===== config.mk =====
export PLATFORM = sky130hd
export DESIGN_NAME = fifo_multiport
export DESIGN_NICKNAME = d
export VERILOG_FILES = /design/src/rtl/fifo_pkg.sv /design/src/rtl/fifo_prefix_grant.sv /design/src/rtl/fifo_multiport.sv
export SDC_FILE = /design/constraint.sdc
export NUM_CORES = 1
export LEC_CHECK = 0
export BUFFER_PORTS_ARGS = -buffer_cell sky130_fd_sc_hd__buf_4
export CAP_MARGIN = 20
export CORE_ASPECT_RATIO = 1.4
export CORE_MARGIN = 5
export CORE_UTILIZATION = 40
export DETAILED_ROUTE_END_ITERATION = 16
export PLACE_DENSITY = 0.57
export SETUP_SLACK_MARGIN = 0.1
export SLEW_MARGIN = 20
export SYNTH_ARGS = -nofsm -noshare
export SYNTH_HDL_FRONTEND = slang
export SYNTH_HIERARCHICAL = 1
export SYNTH_SLANG_ARGS = --single-unit

===== constraint.sdc =====
create_clock -name clock -period 10 [get_ports clock]
set_input_delay 0.5 -clock clock [delete_from_list [all_inputs] [get_ports clock]]
set_output_delay 0.5 -clock clock [all_outputs]
set_load 0.1 [all_outputs]

===== src/rtl/fifo_pkg.sv =====
// Shared helpers for the multi-port FIFO: counter/pointer widths, modular
// pointer advance without a power-of-two requirement, and lane-count types.
// Purely compile-time and combinational; no state, no backpressure.
package fifo_pkg;

  // Number of lanes granted in one cycle (signed so differences stay simple).
  typedef int lane_cnt_t;

  // Bits needed to hold 0..depth inclusive.
  function automatic int cnt_bits(input int depth);
    return $clog2(depth + 1);
  endfunction

  // Bits needed to address depth entries (at least one bit).
  function automatic int ptr_bits(input int depth);
    return (depth > 1) ? $clog2(depth) : 1;
  endfunction

  // Bits needed to hold a popcount of n lanes.
  function automatic int lane_bits(input int n);
    return $clog2(n + 1);
  endfunction

  // ptr + inc modulo depth, assuming ptr < depth and inc <= depth, so one
  // conditional subtract is enough.
  function automatic int wrap_add(input int ptr, input int inc, input int depth);
    int s;
    s = ptr + inc;
    if (s >= depth) s = s - depth;
    return s;
  endfunction

endpackage


===== src/rtl/fifo_prefix_grant.sv =====
// In-order lane grant: lane i granted only if lanes 0..i-1 are granted,
// lane i is requested and fewer than avail lanes precede it.
// Combinational, zero latency; a request gap or exhausted avail stops all higher lanes.
// Ports: req (per-lane request), avail (capacity), grant (per-lane grant), num (popcount of grant).
module fifo_prefix_grant #(
  parameter int N  = 2,
  parameter int AW = 4,
  parameter int CW = 2
) (
  input  logic [N-1:0]  req,
  input  logic [AW-1:0] avail,
  output logic [N-1:0]  grant,
  output logic [CW-1:0] num
);

  logic chain;
  int   n;

  always_comb begin
    grant = '0;
    chain = 1'b1;
    n     = 0;
    for (int i = 0; i < N; i++) begin
      if (chain && req[i] && (i < int'(avail))) begin
        grant[i] = 1'b1;
        n        = n + 1;
      end else begin
        chain = 1'b0;
      end
    end
    num = CW'(n);
  end

endmodule


===== src/rtl/fifo_multiport.sv =====
// Multi-port in-order FIFO: up to NUM_WR pushes and NUM_RD pops per cycle.
// Latency: handshakes are combinational; pushed data is readable the next cycle.
// Backpressure: per-lane wr_valid/rd_valid grants plus a saturating spots credit count.
// Ports: clock/reset (sync, active-high); wr_en/wr_data -> wr_valid; rd_en -> rd_valid/rd_data;
//        status outputs spots, full, count (all from registered occupancy).
// Optional: define FIFO_BYPASS_EN to let read lanes past the stored entries take
//        same-cycle write data directly (those writes are consumed, not stored).
module fifo_multiport
  import fifo_pkg::*;
#(
  parameter int DEPTH   = 8,
  parameter int WIDTH   = 32,
  parameter int NUM_WR  = 2,
  parameter int NUM_RD  = 2,
  parameter int MAX_CNT = 4
) (
  input  logic                             clock,
  input  logic                             reset,
  input  logic [NUM_WR-1:0]                wr_en,
  input  logic [NUM_WR-1:0][WIDTH-1:0]     wr_data,
  output logic [NUM_WR-1:0]                wr_valid,
  input  logic [NUM_RD-1:0]                rd_en,
  output logic [NUM_RD-1:0][WIDTH-1:0]     rd_data,
  output logic [NUM_RD-1:0]                rd_valid,
  output logic [$clog2(MAX_CNT+1)-1:0]     spots,
  output logic                             full,
  output logic [$clog2(DEPTH+1)-1:0]       count
);

  localparam int CNT_W = cnt_bits(DEPTH);
  localparam int PTR_W = ptr_bits(DEPTH);
  localparam int SP_W  = $clog2(MAX_CNT + 1);
  localparam int RL_W  = lane_bits(NUM_RD);
  localparam int WL_W  = lane_bits(NUM_WR);

  logic [WIDTH-1:0]  mem [DEPTH];
  logic [PTR_W-1:0]  head_q;
  logic [PTR_W-1:0]  tail_q;
  logic [CNT_W-1:0]  cnt_q;

  logic [NUM_RD-1:0] rd_req;
  logic [NUM_RD-1:0] rd_grant;
  logic [RL_W-1:0]   n_pop;
  logic [NUM_WR-1:0] wr_req;
  logic [WL_W-1:0]   n_push;
  logic [CNT_W-1:0]  free_slots;
  lane_cnt_t         n_byp;
  logic [PTR_W-1:0]  rd_idx [NUM_RD];
  logic [PTR_W-1:0]  wr_idx [NUM_WR];

  // Reset masks every request so no lane is granted and no state moves.
  assign rd_req = reset ? '0 : rd_en;
  assign wr_req = reset ? '0 : wr_en;

  // Stored-entry pops only look at registered occupancy.
  fifo_prefix_grant #(.N(NUM_RD), .AW(CNT_W), .CW(RL_W)) u_rd_grant (
    .req   (rd_req),
    .avail (cnt_q),
    .grant (rd_grant),
    .num   (n_pop)
  );

  // Entries popped this cycle are immediately reusable by writes. Bypassed
  // reads never feed back here, which keeps the write grant loop-free.
  always_comb begin
    free_slots = CNT_W'(DEPTH - int'(cnt_q) + int'(n_pop));
  end

  fifo_prefix_grant #(.N(NUM_WR), .AW(CNT_W), .CW(WL_W)) u_wr_grant (
    .req   (wr_req),
    .avail (free_slots),
    .grant (wr_valid),
    .num   (n_push)
  );

`ifdef FIFO_BYPASS_EN
  logic byp_chain;
`endif

  // Read lane cnt_q+j may continue the in-order chain by taking write lane j,
  // provided every stored entry was popped and that write was accepted.
  always_comb begin
    rd_valid = rd_grant;
    n_byp    = 0;
`ifdef FIFO_BYPASS_EN
    byp_chain = (int'(n_pop) == int'(cnt_q));
    for (int i = 0; i < NUM_RD; i++) begin
      for (int j = 0; j < NUM_WR; j++) begin
        if (i == int'(cnt_q) + j) begin
          if (byp_chain && rd_req[i] && wr_valid[j]) begin
            rd_valid[i] = 1'b1;
            n_byp       = n_byp + 1;
          end else begin
            byp_chain = 1'b0;
          end
        end
      end
    end
`endif
  end

  always_comb begin
    for (int i = 0; i < NUM_RD; i++) begin
      rd_idx[i]  = PTR_W'(wrap_add(int'(head_q), i, DEPTH));
      rd_data[i] = mem[rd_idx[i]];
`ifdef FIFO_BYPASS_EN
      for (int j = 0; j < NUM_WR; j++) begin
        if (i == int'(cnt_q) + j) rd_data[i] = wr_data[j];
      end
`endif
    end
  end

  // Bypassed writes occupy the lowest write lanes; stored writes pack behind tail.
  always_comb begin
    for (int j = 0; j < NUM_WR; j++) begin
      wr_idx[j] = '0;
      if (j >= n_byp) wr_idx[j] = PTR_W'(wrap_add(int'(tail_q), j - n_byp, DEPTH));
    end
  end

  always_ff @(posedge clock) begin
    if (reset) begin
      head_q <= '0;
      tail_q <= '0;
      cnt_q  <= '0;
    end else begin
      head_q <= PTR_W'(wrap_add(int'(head_q), int'(n_pop), DEPTH));
      tail_q <= PTR_W'(wrap_add(int'(tail_q), int'(n_push) - n_byp, DEPTH));
      cnt_q  <= CNT_W'(int'(cnt_q) + int'(n_push) - n_byp - int'(n_pop));
    end
  end

  // Storage is never cleared; wr_valid is already low during reset.
  always_ff @(posedge clock) begin
    for (int j = 0; j < NUM_WR; j++) begin
      if (wr_valid[j] && (j >= n_byp)) mem[wr_idx[j]] <= wr_data[j];
    end
  end

  always_comb begin
    if (DEPTH - int'(cnt_q) > MAX_CNT) spots = SP_W'(MAX_CNT);
    else                               spots = SP_W'(DEPTH - int'(cnt_q));
  end

  assign full  = (cnt_q == CNT_W'(DEPTH));
  assign count = cnt_q;

endmodule


Word-level counts from Yosys, hierarchy flattened
Memories as Yosys holds them, arrays and structs flattened.
Cells that the tools add are included.
Cells by class
  add/sub/neg operators: 16
  $lt $le $gt $ge: 11
  eq/ne operators: 1
  mux-type cells: 21
  reductions and logical operators: 6
Operators with widths (number)
  two-way mux 3 bit: 7
  subtractor 3 x 1 -> 3 bit, second input constant: 6
  >= comparator 4 bit, second input constant: 4
  less-than comparator 1 x 4 -> 1 bit, first input constant: 4
  two-way mux 1 bit: 10
  adder 3 x 1 -> 4 bit, second input constant: 2
  adder 3 x 2 -> 4 bit: 2
  >= comparator 3 x 4 -> 1 bit, second input constant: 2
  two-way mux 2 bit: 4
  logical AND 1 bit: 6
  > comparator 5 x 4 -> 1 bit, second input constant: 1
  subtractor 4 x 4 -> 5 bit, first input constant: 1
  adder 1 x 1 -> 2 bit, second input constant: 2
  adder 4 x 2 -> 4 bit: 1
  adder 4 x 3 -> 4 bit: 1
  equality test 4 bit, second input constant: 1
  subtractor 4 x 2 -> 4 bit: 1
Word-level totals
  register bits after elaboration: 10
  bits in writable memories: 256
  input bits: 70
  output and inout port bits: 76
  word-level logic and storage cells: 59
  memories: 1
Memory list
  mem: depth 8, bits a word 32, read ports 2, clocked after memory_dff 0, wr ports 2, RTL line fifo_multiport.sv:36  | logic [WIDTH-1:0] mem [DEPTH];

Longest topological paths before layout
Gate-level depths: netlist of run 1.
  word-level depth: 16
  depth in mapped cells: 18

Modules after synthesis
The synthesis of run 1 kept the hierarchy.
Modules (own cells, without submodules)
  fifo_multiport: times used 1, cells an instance 880, area each 15477.3 um^2, seq. area each 7887.6 um^2
  fifo_prefix_grant: times used 2, cells an instance 3, area each 35.0 um^2, seq. area each 0.0 um^2

Worst setup path before layout of run 1
Ideal clock, no wire load.
  path kind: reg2reg
  start: register cnt_q[1], in the netlist count[1]
  end: memory mem[7][0], enable pin
  setup time: 0.466 ns
  arrival: 6.757 ns
  data required time: 9.534 ns
  slack: 2.778 ns
  stages on the path, launching flop included: 10
  path buffers: 0
  cells stage by stage: dfxtp_1 > o41a_1 > ha_1 > ha_1 > a21oi_1 > mux2i_1 > xnor2_1 > o41a_1 > nand2_1 > o21ai_0
RTL lines
  from (decl): RTL line fifo_multiport.sv:39  | logic [CNT_W-1:0] cnt_q;
  from (signal assigned): RTL line fifo_multiport.sv:130  | cnt_q <= CNT_W'(int'(cnt_q) + int'(n_push) - n_byp - int'(n_pop));
  to (decl): RTL line fifo_multiport.sv:36

==> results of run 1 <==
where the power goes:
| part | total (mW) | switching (mW) | internal [mW] |
|---|---|---|---|
| registers | 1.39 | 0.0806 | 1.31 |
| clock network | 1.24 | 0.456 | 0.784 |
| logic | 2.21 | 1.50 | 0.715 |
layout make-up:
| class | count | area share (%) |
|---|---|---|
| Inverter | 16 | 0.326 |
| Tap cell | 522 | 3.54 |
| Clock inverter | 22 | 2.01 |
| Clock buffer | 29 | 3.94 |
| Timing Repair Buffer | 167 | 7.09 |
| Sequential cell | 266 | 42.8 |
| Multi-Input combinational cell | 541 | 40.3 |
registers in the layout, summed over array words and instances, names as in the netlist:
name and cells:
tail_q 3, count 4, head_q 3, mem 256
cells in the final DEF, fill, tap and decap left out, types with 3 or more instances in the layout:
cell,synthesis,routed
clkinv_1,0,3
fa_1,5,5
ha_1,15,14
nand2b_1,4,4
dfxtp_1,10,7
inv_1,16,16
clkinvlp_4,0,4
nor2_1,7,7
mux4_2,128,128
clkbuf_16,0,29
nor3_4,1,4
nor2b_1,8,8
nor3_1,3,3
xnor2_1,3,3
edfxtp_1,256,256
buf_4,3,164
o21ai_4,0,4
a21oi_1,3,3
mux2_2,320,320
xor2_1,6,5
clkinv_2,0,4
bufinv_16,0,10
nand2_1,7,7
critical path: stages (launching register included):
cell and delay, ns:
dfxtp_1 0.42, o41a_1 0.47, ha_1 0.30, ha_1 0.32
a21oi_1 0.19, mux2i_1 0.24, xnor2_1 0.16, o311a_2 0.30
nand2b_1 0.17, nor3_4 0.84, buf_4 0.44, o21bai_4 0.20
buf_4 0.48
routing by layer:
layer / up-vias / track usage [%] / wire length (um)
met5: - / 0 / 0
met4: 0 / 4.69 / 937
met3: 58 / 1.97 / 1550
met2: 205 / 36.0 / 22800
met1: 4844 / 23.9 / 16400
li1: 3938 / - / -
logic make-up (layout without fill, tap and decap cells):
group,Yosys count,in the layout,synth area share (%)
adder cells (fa/ha/maj),20,20,1.85
XOR/XNOR,11,11,0.716
flip-flops,266,266,50.7
buffers and inverters,79,234,2.34
AND/OR/NAND/NOR,40,40,1.55
AO/OA/AOI/OAI,21,21,1.02
multiplexers,449,449,41.8
final timing paths:
path | end | slack [ns]
hold / removal | head_q[0] | 0.21
setup reg to reg | mem[1][12] | 5.06
setup / recovery | mem[1][12] | 5.06
hold reg to reg | tail_q[2] | 0.65
==> impl_metrics.env, run 1 <==
export IMPL_synth_top_flop_cell="edfxtp_1"
export IMPL_layout_area_seq_sq_um=7900
export IMPL_preCtsSetupSlack_ns=4.83
export IMPL_timing_worst_setup_path_type="reg -> reg"
export IMPL_gpl_final_weighted_congestion=0.751
export IMPL_via_per_inst=5.79
export IMPL_yosys_warnings=6
export IMPL_core_ar_sq_um=38500
export IMPL_dp_cells=1512
export IMPL_ir_worst_vdd_mv=0.206
export IMPL_grt_antenna_before_repair=0
export IMPL_timing_reg2reg_worst_path_depth=12
export IMPL_synthDominantAreaCellType="edfxtp_1"
export IMPL_synthArstFlopShare_pct=0
export IMPL_chipHeight_um=243
export IMPL_drt_total_wl_um=41700
export IMPL_num_vias=9045
export IMPL_synthTopCellsByCount="mux2_2 (320), edfxtp_1 (256), mux4_2 (128), buf_2 (45), inv_1 (16)"
export IMPL_synth_cell_type_count=41
export IMPL_grt_max_degree=50
export IMPL_cts_buffers_inserted=28
export IMPL_die_width_um=177
export IMPL_placedInstanceArea_sq_um=17300
export IMPL_synth_most_common_cell="mux2_2"
export IMPL_synth_seq_cells=266
export IMPL_grt_pass1_vias=9944
export IMPL_min_path_type="in -> reg"
export IMPL_ant_nets=0
export IMPL_final_design_area_no_fill_sq_um=18400
export IMPL_unrepaired_setup_endpoints_after_global_routing="no"
export IMPL_start_point_of_the_critical_path="count[3]"
export IMPL_multi_input_area_sq_um=7420
export IMPL_post_route_cells_drive_above_1_share_pct=66.0
export IMPL_detailedRoute_firstIterationViolations=540
export IMPL_pin_count=146
export IMPL_final_net_count=1110
export IMPL_power_density_cell_area_nw_per_um2=263
export IMPL_cts_resized=0
export IMPL_gr_usage_all_layers_pct=19.3
export IMPL_fin_ws_ns=5.06
export IMPL_floorplan_rows=85
export IMPL_synthTopCellsByArea="edfxtp_1 (49%), mux2_2 (23%), mux4_2 (19%), buf_2 (1.4%), dfxtp_1 (1.3%)"
export IMPL_post_cts_repair_setup_buffers=0
export IMPL_post_cts_hold_buffer_count=0
export IMPL_drc_errors=0
export IMPL_synthesis_area_per_instance_sq_um=17.5
export IMPL_worst_endpoint_arrival_ns=5.12
export IMPL_post_route_min_period_ns=4.94
export IMPL_cts_root_buf="clkbuf_16"
export IMPL_syn2layout_area_growth_pct=18.5
export IMPL_cts_clk_slew_worst_paths_ns=0.06
export IMPL_h_tree_depth=1
export IMPL_sequential_share_of_the_synthesized_area_pct=50.7
export IMPL_max_slew_violation_count=0
export IMPL_drt_wirelength_per_cell_um=26.7
export IMPL_sum_of_internal_switching_and_leakage_power_mw=4.84
export IMPL_critPathLaunchType="flip-flop"
export IMPL_crit_path_end_kind="flip-flop"
export IMPL_required_time_reported_for_the_critical_path_endpoint_ns=10.18
export IMPL_cap_violations=0
export IMPL_core_util_final_pct=47.9
export IMPL_timing_rr_start="count[3]"
export IMPL_clock_sinks=266
export IMPL_cts_root_to_sink_buffers=3
export IMPL_synthCells=886
export IMPL_holdPathStages=2
export IMPL_detailed_place_hpwl_um=26000
export IMPL_postSynthNetCount=976
export IMPL_number_of_fill_cells_in_the_layout=3396
export IMPL_insertedDiodeCount=0
export IMPL_total_grt_overflow=0
export IMPL_finalClockSkew_ns=0.0127
export IMPL_min_from="reset"
export IMPL_synth_edff_count=256
export IMPL_leakagePower_nw=6.07
export IMPL_layout_cells_non_filler=1563
export IMPL_netlist_area_leader_share_pct=49.4
export IMPL_fin_tns_setup_ns=0
export IMPL_max_freq_mhz=202
export IMPL_fin_hold_ws_ns=0.214
export IMPL_global_route_wire_length_before_repair_um=62700
export IMPL_drt_pass1_iter_count=5
export IMPL_clkLatencyLatePin_ns=0.56
export IMPL_die_area_sq_um=43000
export IMPL_setup_violations_final=0
export IMPL_initial_core_util_pct=40.4
export IMPL_finalHoldViolCount=0
export IMPL_worst_slew_pin_slew_ns=1.01
export IMPL_tritoncts="built"
export IMPL_path_max_fanout=30
export IMPL_post_route_period_util_pct=49.4
export IMPL_run_status="complete, no violations"
export IMPL_slew_limit_headroom_pct=32.4
export IMPL_post_synth_instance_area_sq_um=15500
export IMPL_port_buffer_count=145
No activity file was read; power rests on OpenSTA's default activity.
==> inputs of run 2 (changes only) <==
- ABC_AREA: unset -> 1
- PLACE_DENSITY: 0.57 -> 0.58
- clock period: 10 -> 4.06 ns (I/O delays scaled with it)
==> impl_metrics.env, run 2 <==
export IMPL_netlist_area_leader_share_pct=44.5
export IMPL_critPathLaunchType="input pin"
export IMPL_crit_path_end_kind="flip-flop"
export IMPL_synth_edff_count=256
export IMPL_leakagePower_nw=9.39
export IMPL_cts_clk_slew_worst_paths_ns=0.06
export IMPL_yosys_warnings=6
export IMPL_post_cts_repair_setup_buffers=0
export IMPL_ir_worst_vdd_mv=0.648
export IMPL_preCtsSetupSlack_ns=0.468
export IMPL_synth_xor_xnor_area_share_pct=0.485
export IMPL_dp_cells=2902
export IMPL_finalHoldViolCount=0
export IMPL_synthArstFlopShare_pct=0
export IMPL_most_common_layout_cells="nand2_1 (1313), edfxtp_1 (256), o211ai_1 (192)"
export IMPL_number_of_flip_flops_under_the_largest_register_name=256
export IMPL_synthDominantAreaCellType="edfxtp_1"
export IMPL_via_per_inst=5.32
export IMPL_timing_worst_setup_path_type="in -> reg"
export IMPL_synth_mux_area_share_pct=0
export IMPL_synth_most_common_cell="nand2_1"
export IMPL_layout_cells_non_filler=3051
export IMPL_cap_violations=0
export IMPL_critical_path_slowest_cell="dlygate4sd3_1"
export IMPL_yosys_area_share_adder_pct=1.66
export IMPL_synth_cell_type_count=25
export IMPL_sequential_share_of_the_synthesized_area_pct=45.6
export IMPL_pin_count=146
export IMPL_detailed_place_hpwl_um=34600
export IMPL_post_route_min_period_ns=3.81
export IMPL_synthesis_area_per_instance_sq_um=7.32
export IMPL_drt_pass1_iter_count=6
export IMPL_grt_max_degree=258
export IMPL_worst_endpoint_arrival_ns=4.24
export IMPL_post_synth_instance_area_sq_um=17300
export IMPL_h_tree_depth=1
export IMPL_core_util_final_pct=48.0
export IMPL_grt_antenna_before_repair=1
export IMPL_port_buffer_count=145
export IMPL_max_freq_mhz=262
export IMPL_cp_max_stage_delay_ns=0.56
export IMPL_max_slew_violation_count=0
export IMPL_tritoncts="built"
export IMPL_synthTopCellsByCount="nand2_1 (1315), edfxtp_1 (256), o211ai_1 (192), inv_1 (166), buf_2 (130)"
export IMPL_die_area_sq_um=47500
export IMPL_clkLatencyLatePin_ns=0.57
export IMPL_cts_root_to_sink_buffers=3
export IMPL_global_route_wire_length_before_repair_um=89900
export IMPL_drt_wirelength_per_cell_um=19.6
export IMPL_number_of_fill_cells_in_the_layout=4189
export IMPL_fin_tns_setup_ns=0
export IMPL_path_delay_family="buffers and inverters"
export IMPL_floorplan_rows=90
export IMPL_cp_cell_sequence="dlygate4sd3_1 -> buf_4 -> nor2_1 -> nand2_2 -> nor2_4 -> ha_4 -> ha_4 -> fa_2 -> nor2_1 -> nand2_1 -> nand2_2 -> nor2_4 -> nand2_1 -> buf_4 -> nor2_2 -> buf_4 -> nand2_1 -> nand2_1 -> dlygate4sd3_1"
export IMPL_crit_top_cell="nand2_1"
export IMPL_cts_root_buf="clkbuf_16"
export IMPL_synthCells=2363
export IMPL_ant_nets=0
export IMPL_final_design_area_no_fill_sq_um=20600
export IMPL_setup_violations_final=0
export IMPL_chipHeight_um=256
export IMPL_cts_buffers_inserted=29
export IMPL_min_path_type="in -> reg"
export IMPL_run_status="complete, no violations"
export IMPL_power_density_cell_area_nw_per_um2=631
export IMPL_core_ar_sq_um=42900
export IMPL_synth_simple_gate_area_share_pct=29.8
export IMPL_grt_pass1_vias=15700
export IMPL_postSynthNetCount=2453
export IMPL_gpl_final_weighted_congestion=0.821
export IMPL_clock_sinks=266
export IMPL_initial_core_util_pct=40.3
export IMPL_placedInstanceArea_sq_um=18700
export IMPL_path_max_fanout=27
export IMPL_slew_limit_headroom_pct=17.3
export IMPL_synthTopCellsByArea="edfxtp_1 (44%), nand2_1 (29%), o211ai_1 (8.3%), buf_2 (3.8%), inv_1 (3.6%)"
export IMPL_synth_top_flop_cell="edfxtp_1"
export IMPL_post_route_cells_drive_above_1_share_pct=11.2
export IMPL_dominant_combinational_cell_family_by_area_after_synthesis="simple AND/OR/NAND/NOR gates"
export IMPL_synth_seq_cells=266
export IMPL_gr_usage_all_layers_pct=24.4
export IMPL_required_time_reported_for_the_critical_path_endpoint_ns=4.48
export IMPL_die_width_um=186
export IMPL_layout_commonest_cell="nand2_1"
export IMPL_worst_slew_pin_slew_ns=1.24
export IMPL_detailedRoute_firstIterationViolations=1486
export IMPL_critPathBufInv=5
export IMPL_num_vias=16200
export IMPL_drc_errors=0
export IMPL_fin_ws_ns=0.247
export IMPL_sum_of_internal_switching_and_leakage_power_mw=13.0
export IMPL_total_grt_overflow=0
export IMPL_unrepaired_setup_endpoints_after_global_routing="yes"
export IMPL_final_net_count=2568
export IMPL_syn2layout_area_growth_pct=19.1
export IMPL_fin_hold_ws_ns=0.434
export IMPL_finalClockSkew_ns=0.0149
export IMPL_post_route_period_util_pct=93.9
export IMPL_drt_total_wl_um=59900
export IMPL_synth_compound_gate_area_share_pct=12.5
==> run 2: changes by cell type in the layout (fill, tap and decap cells not counted), sizes merged, moves of 26 or more <==
| cell | change |
|---|---|
| nand2 | +1312 |
| mux2 | -320 |
| o211ai | +191 |
| inv | +155 |
| mux4 | -128 |
| dlygate4sd3 | +97 |
| o21ai | +69 |
| a21oi | +67 |
| buf | +29 |
| nor2 | +26 |
==> run 2: layout make-up <==
cell class                      count  area (sq um)  area share [%]
Multi-Input combinational cell   1719          7850            38.1
Antenna cell                        1          2.50          0.0122
Clock inverter                     17           141           0.687
Tap cell                          552           691            3.35
Clock buffer                       34           744            3.61
Inverter                          169           639            3.10
Timing Repair Buffer              293          2620            12.7
Sequential cell                   266          7910            38.4
==> run 2: per-layer routing <==
layer  vias up  share of wire [%]  track usage [%]  wire length [um]
met5         -                  0                0                 0
met4         0                3.8             9.68              2280
li1       7798                  -                -                 -
met3       150                8.1             2.64              4830
met1      7561                 38             30.3             22700
met2       722                 50             43.1             30100
==> run 2: kinds of logic (layout without fill, tap and decap cells) <==
| family | Yosys count | count (layout) |
|---|---|---|
| compound gates | 335 | 335 |
| xor+xnor | 7 | 7 |
| fa+ha+maj | 20 | 20 |
| buf+inv | 378 | 513 |
| flops | 266 | 266 |
| other cells | 0 | 1 |
| simple gates | 1357 | 1357 |
==> run 2: final timing paths <==
| kind | slack, ns | start | depth (start not counted) | endpoint |
|---|---|---|---|---|
| setup reg to reg | 0.27 | count[0] | 18 | mem[3][1] |
| setup / recovery | 0.25 | reset | 19 | mem[3][1] |
| hold reg to reg | 0.65 | tail_q[2] | 2 | tail_q[2] |
| hold / removal | 0.43 | rd_en[0] | 9 | head_q[0] |
==> run 2: worst register-to-register path, cell delays in order (launching register included) <==
cell,delay [ns]
dfxtp_4,0.39
nor2_1,0.05
nand2_1,0.07
nand2_2,0.08
nor2_4,0.15
ha_4,0.23
ha_4,0.16
fa_2,0.52
nor2_1,0.05
nand2_1,0.07
nand2_2,0.07
nor2_4,0.19
nand2_1,0.09
buf_4,0.17
nor2_2,0.12
buf_4,0.49
nand2_1,0.10
nand2_1,0.09
dlygate4sd3_1,0.56
==> run 2: timing repair <==
action                     in CTS  in global routing
hold endpoints to repair      260                  0
gates resized for setup         0                  8
setup endpoints to repair       0                 18
hold buffers                   97                  0
==> run 2: report_power, final <==
part           internal (mW)  switching (mW)  leakage (nW)  total (mW)
Sequential              3.25          0.0899          2.40        3.34
Clock                   1.43            1.12         0.425        2.55
Combinational           1.61            5.49          6.56        7.10
